--- src/rtl/sequence_bit_serializer.sv ---
// Parallel-to-serial word shifter with one-word holding register, feeding a
// downstream bit-serial recognizer back-to-back words with no idle gap.
module sequence_bit_serializer #(
    parameter int WIDTH     = 8,
    parameter bit LSB_FIRST = 1'b0
) (
    input  logic             clock,
    input  logic             reset,
    input  logic             load,
    input  logic [WIDTH-1:0] data_in,
    input  logic             enable,
    output logic             ready,
    output logic             x,
    output logic             x_valid,
    output logic             busy,
    output logic [7:0]       words_sent
);

    localparam int CW = $clog2(WIDTH);
    localparam logic [CW-1:0] LAST_CNT = CW'(WIDTH - 1);

    typedef enum logic {
        ST_IDLE  = 1'b0,
        ST_SHIFT = 1'b1
    } state_t;

    state_t           state_q, state_d;
    logic [WIDTH-1:0] shreg_q, shreg_d;
    logic [CW-1:0]    cnt_q, cnt_d;
    logic [WIDTH-1:0] hold_q, hold_d;
    logic             hold_full_q, hold_full_d;
    logic [7:0]       words_q, words_d;

    logic             busy_s;
    logic             head_s;
    logic             valid_s;
    logic             accept_s;
    logic             last_s;
    logic [WIDTH-1:0] shifted_s;

    assign busy_s    = (state_q == ST_SHIFT);
    assign head_s    = LSB_FIRST ? shreg_q[0] : shreg_q[WIDTH-1];
    assign shifted_s = LSB_FIRST ? (shreg_q >> 1) : (shreg_q << 1);
    assign valid_s   = busy_s & enable;
    assign accept_s  = load & ~hold_full_q;
    assign last_s    = valid_s & (cnt_q == LAST_CNT);

    // x is gated to 0 outside SHIFT so the downstream recognizer never sees a stale bit
    assign ready      = ~hold_full_q;
    assign busy       = busy_s;
    assign x_valid    = valid_s;
    assign x          = busy_s & head_s;
    assign words_sent = words_q;

    // Next-state logic: load routing, shifting, and word hand-over
    always_comb begin
        state_d     = state_q;
        shreg_d     = shreg_q;
        cnt_d       = cnt_q;
        hold_d      = hold_q;
        hold_full_d = hold_full_q;
        words_d     = words_q;
        case (state_q)
            ST_IDLE: begin
                if (accept_s) begin
                    shreg_d = data_in;
                    cnt_d   = {CW{1'b0}};
                    state_d = ST_SHIFT;
                end else begin
                    state_d = ST_IDLE;
                end
            end
            ST_SHIFT: begin
                if (last_s) begin
                    words_d = words_q + 8'd1;
                    cnt_d   = {CW{1'b0}};
                    if (hold_full_q) begin
                        shreg_d     = hold_q;
                        hold_full_d = 1'b0;
                    end else if (load) begin
                        shreg_d = data_in;
                    end else begin
                        shreg_d = {WIDTH{1'b0}};
                        state_d = ST_IDLE;
                    end
                end else begin
                    if (valid_s) begin
                        shreg_d = shifted_s;
                        cnt_d   = cnt_q + {{(CW-1){1'b0}}, 1'b1};
                    end else begin
                        shreg_d = shreg_q;
                    end
                    if (accept_s) begin
                        hold_d      = data_in;
                        hold_full_d = 1'b1;
                    end else begin
                        hold_full_d = hold_full_q;
                    end
                end
            end
            default: begin
                state_d     = ST_IDLE;
                shreg_d     = {WIDTH{1'b0}};
                cnt_d       = {CW{1'b0}};
                hold_full_d = 1'b0;
            end
        endcase
    end

    // State registers with asynchronous active-low clear
    always_ff @(posedge clock or negedge reset) begin
        if (!reset) begin
            state_q     <= ST_IDLE;
            shreg_q     <= {WIDTH{1'b0}};
            cnt_q       <= {CW{1'b0}};
            hold_q      <= {WIDTH{1'b0}};
            hold_full_q <= 1'b0;
            words_q     <= 8'd0;
        end else begin
            state_q     <= state_d;
            shreg_q     <= shreg_d;
            cnt_q       <= cnt_d;
            hold_q      <= hold_d;
            hold_full_q <= hold_full_d;
            words_q     <= words_d;
        end
    end

endmodule

--- config.mk ---
export PLATFORM = sky130hd
export DESIGN_NAME = sequence_bit_serializer
export DESIGN_NICKNAME = d
export VERILOG_FILES = /design/src/rtl/sequence_bit_serializer.sv
export SDC_FILE = /design/constraint.sdc
export NUM_CORES = 1
export LEC_CHECK = 0
export BUFFER_PORTS_ARGS = -buffer_cell sky130_fd_sc_hd__buf_2
export CORE_AREA = 2 2 62 64
export DETAILED_ROUTE_END_ITERATION = 16
export DIE_AREA = 0 0 64 66
export GPL_TIMING_DRIVEN = 0
export HOLD_SLACK_MARGIN = 0.03
export MAX_ROUTING_LAYER = met4
export PLACE_DENSITY_LB_ADDON = 0.15
export SYNTH_ARGS = -nofsm -noshare
export SYNTH_HDL_FRONTEND = slang
export SYNTH_SLANG_ARGS = --single-unit
--- constraint.sdc ---
create_clock -name clock -period 3.2 [get_ports clock]
set_input_delay 0.16 -clock clock [delete_from_list [all_inputs] [get_ports clock]]
set_output_delay 0.16 -clock clock [all_outputs]
set_load 0.005 [all_outputs]
==> results.md, run 1 <==
* Status: finished clean
* Yosys warns at 0
* CP arrival at 2.27 ns
* DRC violations left at 0
* Worst hold path type: in -> reg
* Setup TNS at 0 ns
* Total power at ~1.4 mW
* Initial antenna violation count at 0
* Core Box Area at 0.00355 sq mm
* Non-Filler Instances at around 220
* CP Depth at 5
* Syn Area/Cell at 10.4 sq um
* FP Rows at 22
* Most common cell in the netlist: dfrtp_1
* Synth unique cells at 31
* Max transition margin at 56.3%
* Main synth FF type: dfrtp_1
* Pleak at 0.822 nW
* CTS Hold Buffers Added at 1
* CTS H-tree depth at 2
* Final hold vios at 0
* Vias at around 1200
* Routability Congestion at 0.809
* Post-synth top area share at 49.3%
* # diodes at 0
* Drt pass-1 iters at 4
* CP required at 3.43 ns
* CP startpoint kind: register
* 1st-iter DRT viols at 80
* Total GRT Usage at 19.4%
* PostCTS Resize Cnt at 0
* Area of placed instances at roughly 0.0016 sq mm
* Synth area leaders: dfrtp_1 (49%), mux2_2 (6.1%), nand2_1 (5.1%)
* Largest stage delay, worst path at about 0.40 ns
* Post-Syn Area at 0.00147 sq mm
* Global-route wire length before repair at ~6 mm
* # Max-Cap Violations at 0
* Die Width at 64 microns
* Peak Freq at 491 MHz
* Clock sink total at 29
* Insertion delay to the later sink of the worst-skew pair at 0.34 ns
* Final-layout fill cell count at 338
* Nets@finish at between 150 and 200
* Max-slew violations at 0
* Final setup viols at 0
* Critical Path Sink Type: register
* CP top delay family: adder cells
* Synthesized instance count at around 140
* Die span in y at 66 microns
* Vias in the first global route at 1229
* TritonCTS clock tree: built
* TritonCTS buffer count at 5
* Inst Count DP at 213
* R2r worst-path depth at 5
* Largest net degree at the start of global routing at 30
* Ports at 24
* Register area share after synthesis at approximately half
* Clock transition at the registers of the reported paths at ~0.1 ns
* Port Buffers at 23
* Number of enable flip-flop cells after synthesis at 0
* Max Buffers Root-to-Sink at 2
* Hold slack at 0.0719 ns
* Share of post-route cells with drive strength above 1 at 25.9%
* Buf/Inv on CP at 0
* Worst slack at placement at 1.15 ns
* Crit-path max FO at 9
* Asr flop ratio synth at 100%
* Antenna Violating Nets Remaining at 0
* Least-Margin Pin Slew at 0.656 ns
* Area Growth Syn to Fin at 17.3%
* Total grt overflow at 0
* Slowest-stage cell, CP: dfrtp_1
* Drt wl/cell at 15.0 microns
* Post-route design area at ~0.0017 sq mm
* Synth top cells by count: dfrtp_1 (29), nand2_1 (20), inv_1 (10), o21ai_0 (10)
* Worst setup path category: reg -> reg
* Worst-path cell chain: ha_1, ha_1, a21boi_2, nand3_2, mux2_2
* Die ar. at about 0.0042 sq mm
* Most common cell on crit path: ha_1
* RSZ-0062 raised after global routing: false
* Hold depth at 2
* Max IR drop VDD at 0.333 mV
* Worst setup margin at 1.16 ns
* Fin crit share at 63.7%
* Starting Density at 41.5%
* Syn Nets at 157
* Final core utilization at 48.7%
* Detailed placement HPWL at around 2.3 mm
* Worst Skew at between 0.006 and 0.007 ns
* Synth area leader: dfrtp_1
* PwrDens at 811 mW/mm^2
* Clk root buf: clkbuf_4
* Final WL at between 3 and 4 mm
* # Post-CTS Setup Buffers at 0
* Final Critical Period at roughly 2.0 ns
* Post-DR vias/cell at 5.22
* Flops & latches, synth at 29
power breakdown:
group,internal [mW],total (mW),switching (mW)
clock network,0.127,0.267,0.140
logic,0.260,0.537,0.277
registers,0.512,0.597,0.0850
layout make-up:
class	instances	area, sq um	area share, %
Clock buffer	7	65.1	3.77
Sequential cell	29	726	42.0
Buffer	8	52.6	3.04
Timing Repair Buffer	24	125	7.24
Tap cell	48	60.1	3.48
Multi-Input combinational cell	95	657	38.0
Inverter	10	37.5	2.17
Clock inverter	1	5.00	0.290
logic make-up after synthesis:
group,after synthesis,synth area share (%)
AND/OR/NAND/NOR,46,16.8
AO/OA/AOI/OAI,31,15.0
flip-flops,29,49.3
buffers and inverters,18,6.12
multiplexers,8,6.12
XOR/XNOR,7,4.16
adder cells (fa/ha/maj),3,2.55
state kept, by name (all words and copies together) (netlist names):
name         flops
cnt_q            3
busy             1
shreg_q          8
words_sent       8
hold_q           8
hold_full_q      1
per-layer routing:
metal,track usage (%),wire length [microns],up-vias
li1,-,-,561
met4,9.51,67,0
met1,21.9,1420,564
met5,-,0,-
met2,31.9,1680,26
met3,5.11,166,7
cells in the final DEF (no fill, tap or decap), types with 2 or more instances in the layout:
master / n
o22a_1: 2
buf_6: 3
clkbuf_4: 5
nand3b_1: 8
ha_1: 3
xor2_1: 2
a21o_1: 7
nand4_1: 4
xnor2_1: 5
nor2_1: 2
nand2_1: 20
inv_1: 10
mux2_2: 8
buf_2: 23
o21ai_0: 10
dfrtp_1: 29
a32oi_1: 6
nand3_1: 4
clkbuf_8: 2
clkbuf_1: 5
worst paths after layout:
kind                               start             to  slack, ns
setup / recovery                cnt_q[0]      hold_q[7]       1.16
hold reg to reg            words_sent[7]  words_sent[7]       0.46
setup reg to reg                cnt_q[0]      hold_q[7]       1.16
hold / removal                data_in[2]      hold_q[2]       0.07
min in group asynchronous          reset     shreg_q[5]       0.37
max in group asynchronous          reset     shreg_q[6]       2.41
(Power assumes the default switching activity.)
==> run 2: changes to the inputs <==
clock period = 2.1 ns   (was 3.2 ns; I/O delays follow)
==> run 2 against run 1 <==
Final cell count rose by 2.7%. First-iteration DRC count fell by 33%. Non-clock buffer count rose by 6. Critical path type unchanged. Die area did not move. Count of clock-buffer cells in the layout did not move. Via count rose by 1.6%. Highest routed layer unchanged. Global-route usage rose by 0.30 points. Wire length rose by 1.5%. Critical endpoint unchanged.
==> results.md, run 2 (same netlist as run 1, synthesis figures left out) <==
* CP arrival at 2.18 ns
* Nets@finish at 194
* # Post-CTS Setup Buffers at 0
* Worst setup path category: reg -> reg
* Seq pwr share at around 42%
* FP Rows at 22
* Clk root buf: clkbuf_4
* Worst flop-to-flop path endpoint: hold_q[7]
* Routability Congestion at 0.809
* Fin crit share at approximately 90%
* Vias in the first global route at approximately 1300
* Critical Path Sink Type: register
* Drt wl/cell at about 15 microns
* Largest net degree at the start of global routing at 30
* Max Buffers Root-to-Sink at 2
* RSZ-0062 raised after global routing: false
* Most frequent cells in the layout: dfrtp_1 (29), buf_2 (23), nand2_1 (20)
* Die span in y at 66 microns
* Final-layout fill cell count at between 300 and 400
* Share of post-route cells with drive strength above 1 at 25.0%
* Max-slew violations at 0
* CP required at 2.33 ns
* Starting Density at a little over 40%
* Global-route wire length before repair at 6.02 mm
* Post-DR vias/cell at around 5.2
* Worst Skew at 0.00521 ns
* # Max-Cap Violations at 0
* Least-Margin Pin Slew at 0.669 ns
* Crit path from: cnt_q[0]
* # diodes at 0
* Worst hold path type: in -> reg
* Reg-to-reg slack, setup at 0.15 ns
* Final core utilization at 50.6%
* Insertion delay to the later sink of the worst-skew pair at 0.34 ns
* Initial antenna violation count at 0
* CP Capture Point: hold_q[7]
* FF-to-FF Start: cnt_q[0]
* Final setup viols at 0
* DRC violations left at 0
* Drt pass-1 iters at 4
* Pleak at 0.856 nW
* Clock sink total at 29
* Final Critical Period at 1.95 ns
* Clock transition at the registers of the reported paths at 0.09 ns
* Setup TNS at 0 ns
* Comb power frac at 39.0%
* CP startpoint kind: register
* Port Buffers at 23
* Total GRT Usage at 19.7%
* Final hold vios at 0
* Crit-path max FO at 9
* Ports at 24
* Int Power at 1.39 mW
* Max transition margin at 55.4%
* Total grt overflow at 0
* PwrDens at 1200 mW/mm^2
* Area of placed instances at 0.00165 sq mm
* Post-route design area at 0.00180 sq mm
* Antenna Violating Nets Remaining at 0
* Peak Freq at 514 MHz
* Clock power frac at between 10% and 20%
* Sw power at 0.768 mW
* Vias at 1177
* Core Box Area at 0.00355 sq mm
* R2r worst-path depth at 5
* TritonCTS clock tree: built
* Status: finished clean
* TritonCTS buffer count at 5
* Detailed placement HPWL at 2.27 mm
* Die ar. at around 0.0042 sq mm
* Max IR drop VDD at approximately 0.51 mV
* Final WL at 3.38 mm
* Most common cell after layout, fill and taps aside: dfrtp_1
* CTS H-tree depth at 2
* Area Growth Syn to Fin at 21.9%
* 1st-iter DRT viols at 54
* Sw Ratio at 35.7%
* Die Width at around 64 microns
-- run 2: cell types whose count changed in the layout (fill, tap and decap cells not counted), sizes merged --
cell,delta
dlygate4sd3,+6
-- run 2: how the worst min path moves through the flow --
stage	startpoint	end	slack, ns	cells past startpoint
finish	data_in[7]	hold_q[7]	0.04	2
detailed placement	reset	words_sent[7]	0.18	1
global route	data_in[6]	hold_q[6]	0.04	2
CTS	data_in[7]	hold_q[7]	0.04	2
global placement	reset	words_sent[6]	0.17	1
floorplan	reset	busy	-0.19	0
-- run 2: layer usage --
metal,track usage (%),up-vias,routed length (microns)
met5,-,-,0
met4,9.78,0,63
met3,5.11,6,144
met2,32.6,21,1710
met1,22.1,574,1470
li1,-,576,-
-- run 2: through the flow --
stage	cells	setup slack, ns	power, mW	hold slack (ns)
finish	228	0.153	2.15	0.0428
global route	228	0.0391	2.34	0.0411
CTS	228	0.0392	2.16	0.0382
detailed placement	213	0.0535	1.75	0.180
global placement	213	0.0634	1.72	0.169
floorplan	142	0.391	1.49	-0.191
-- run 2: layout make-up --
type	count	area [sq um]	area share, %
Sequential cell	29	726	40.4
Clock inverter	1	5.00	0.279
Inverter	10	37.5	2.09
Multi-Input combinational cell	95	664	37.0
Tap cell	48	60.1	3.34
Timing Repair Buffer	30	185	10.3
Clock buffer	7	65.1	3.62
Buffer	8	52.6	2.93
-- run 2: worst max-delay path: stages, from the launching register on --
cell and delay, ns:
dfrtp_1 0.40, ha_1 0.20, ha_1 0.26, a21boi_4 0.30, nand3_2 0.28, mux2_2 0.38
-- run 2: what timing repair did --
item / 4_1_cts / 5_1_grt
gates resized for setup: 0 / 1
hold buffers: 7 / 0
hold endpoints to repair: 35 / 0
setup endpoints to repair: 0 / 8
-- run 2: power groups by stage --
stage	Clock (mW)	Sequential [mW]	Combinational [mW]
floorplan	0	0.894	0.600
global placement	0	0.913	0.803
detailed placement	0	0.923	0.824
CTS	0.413	0.910	0.841
global route	0.445	0.940	0.955
finish	0.405	0.909	0.841
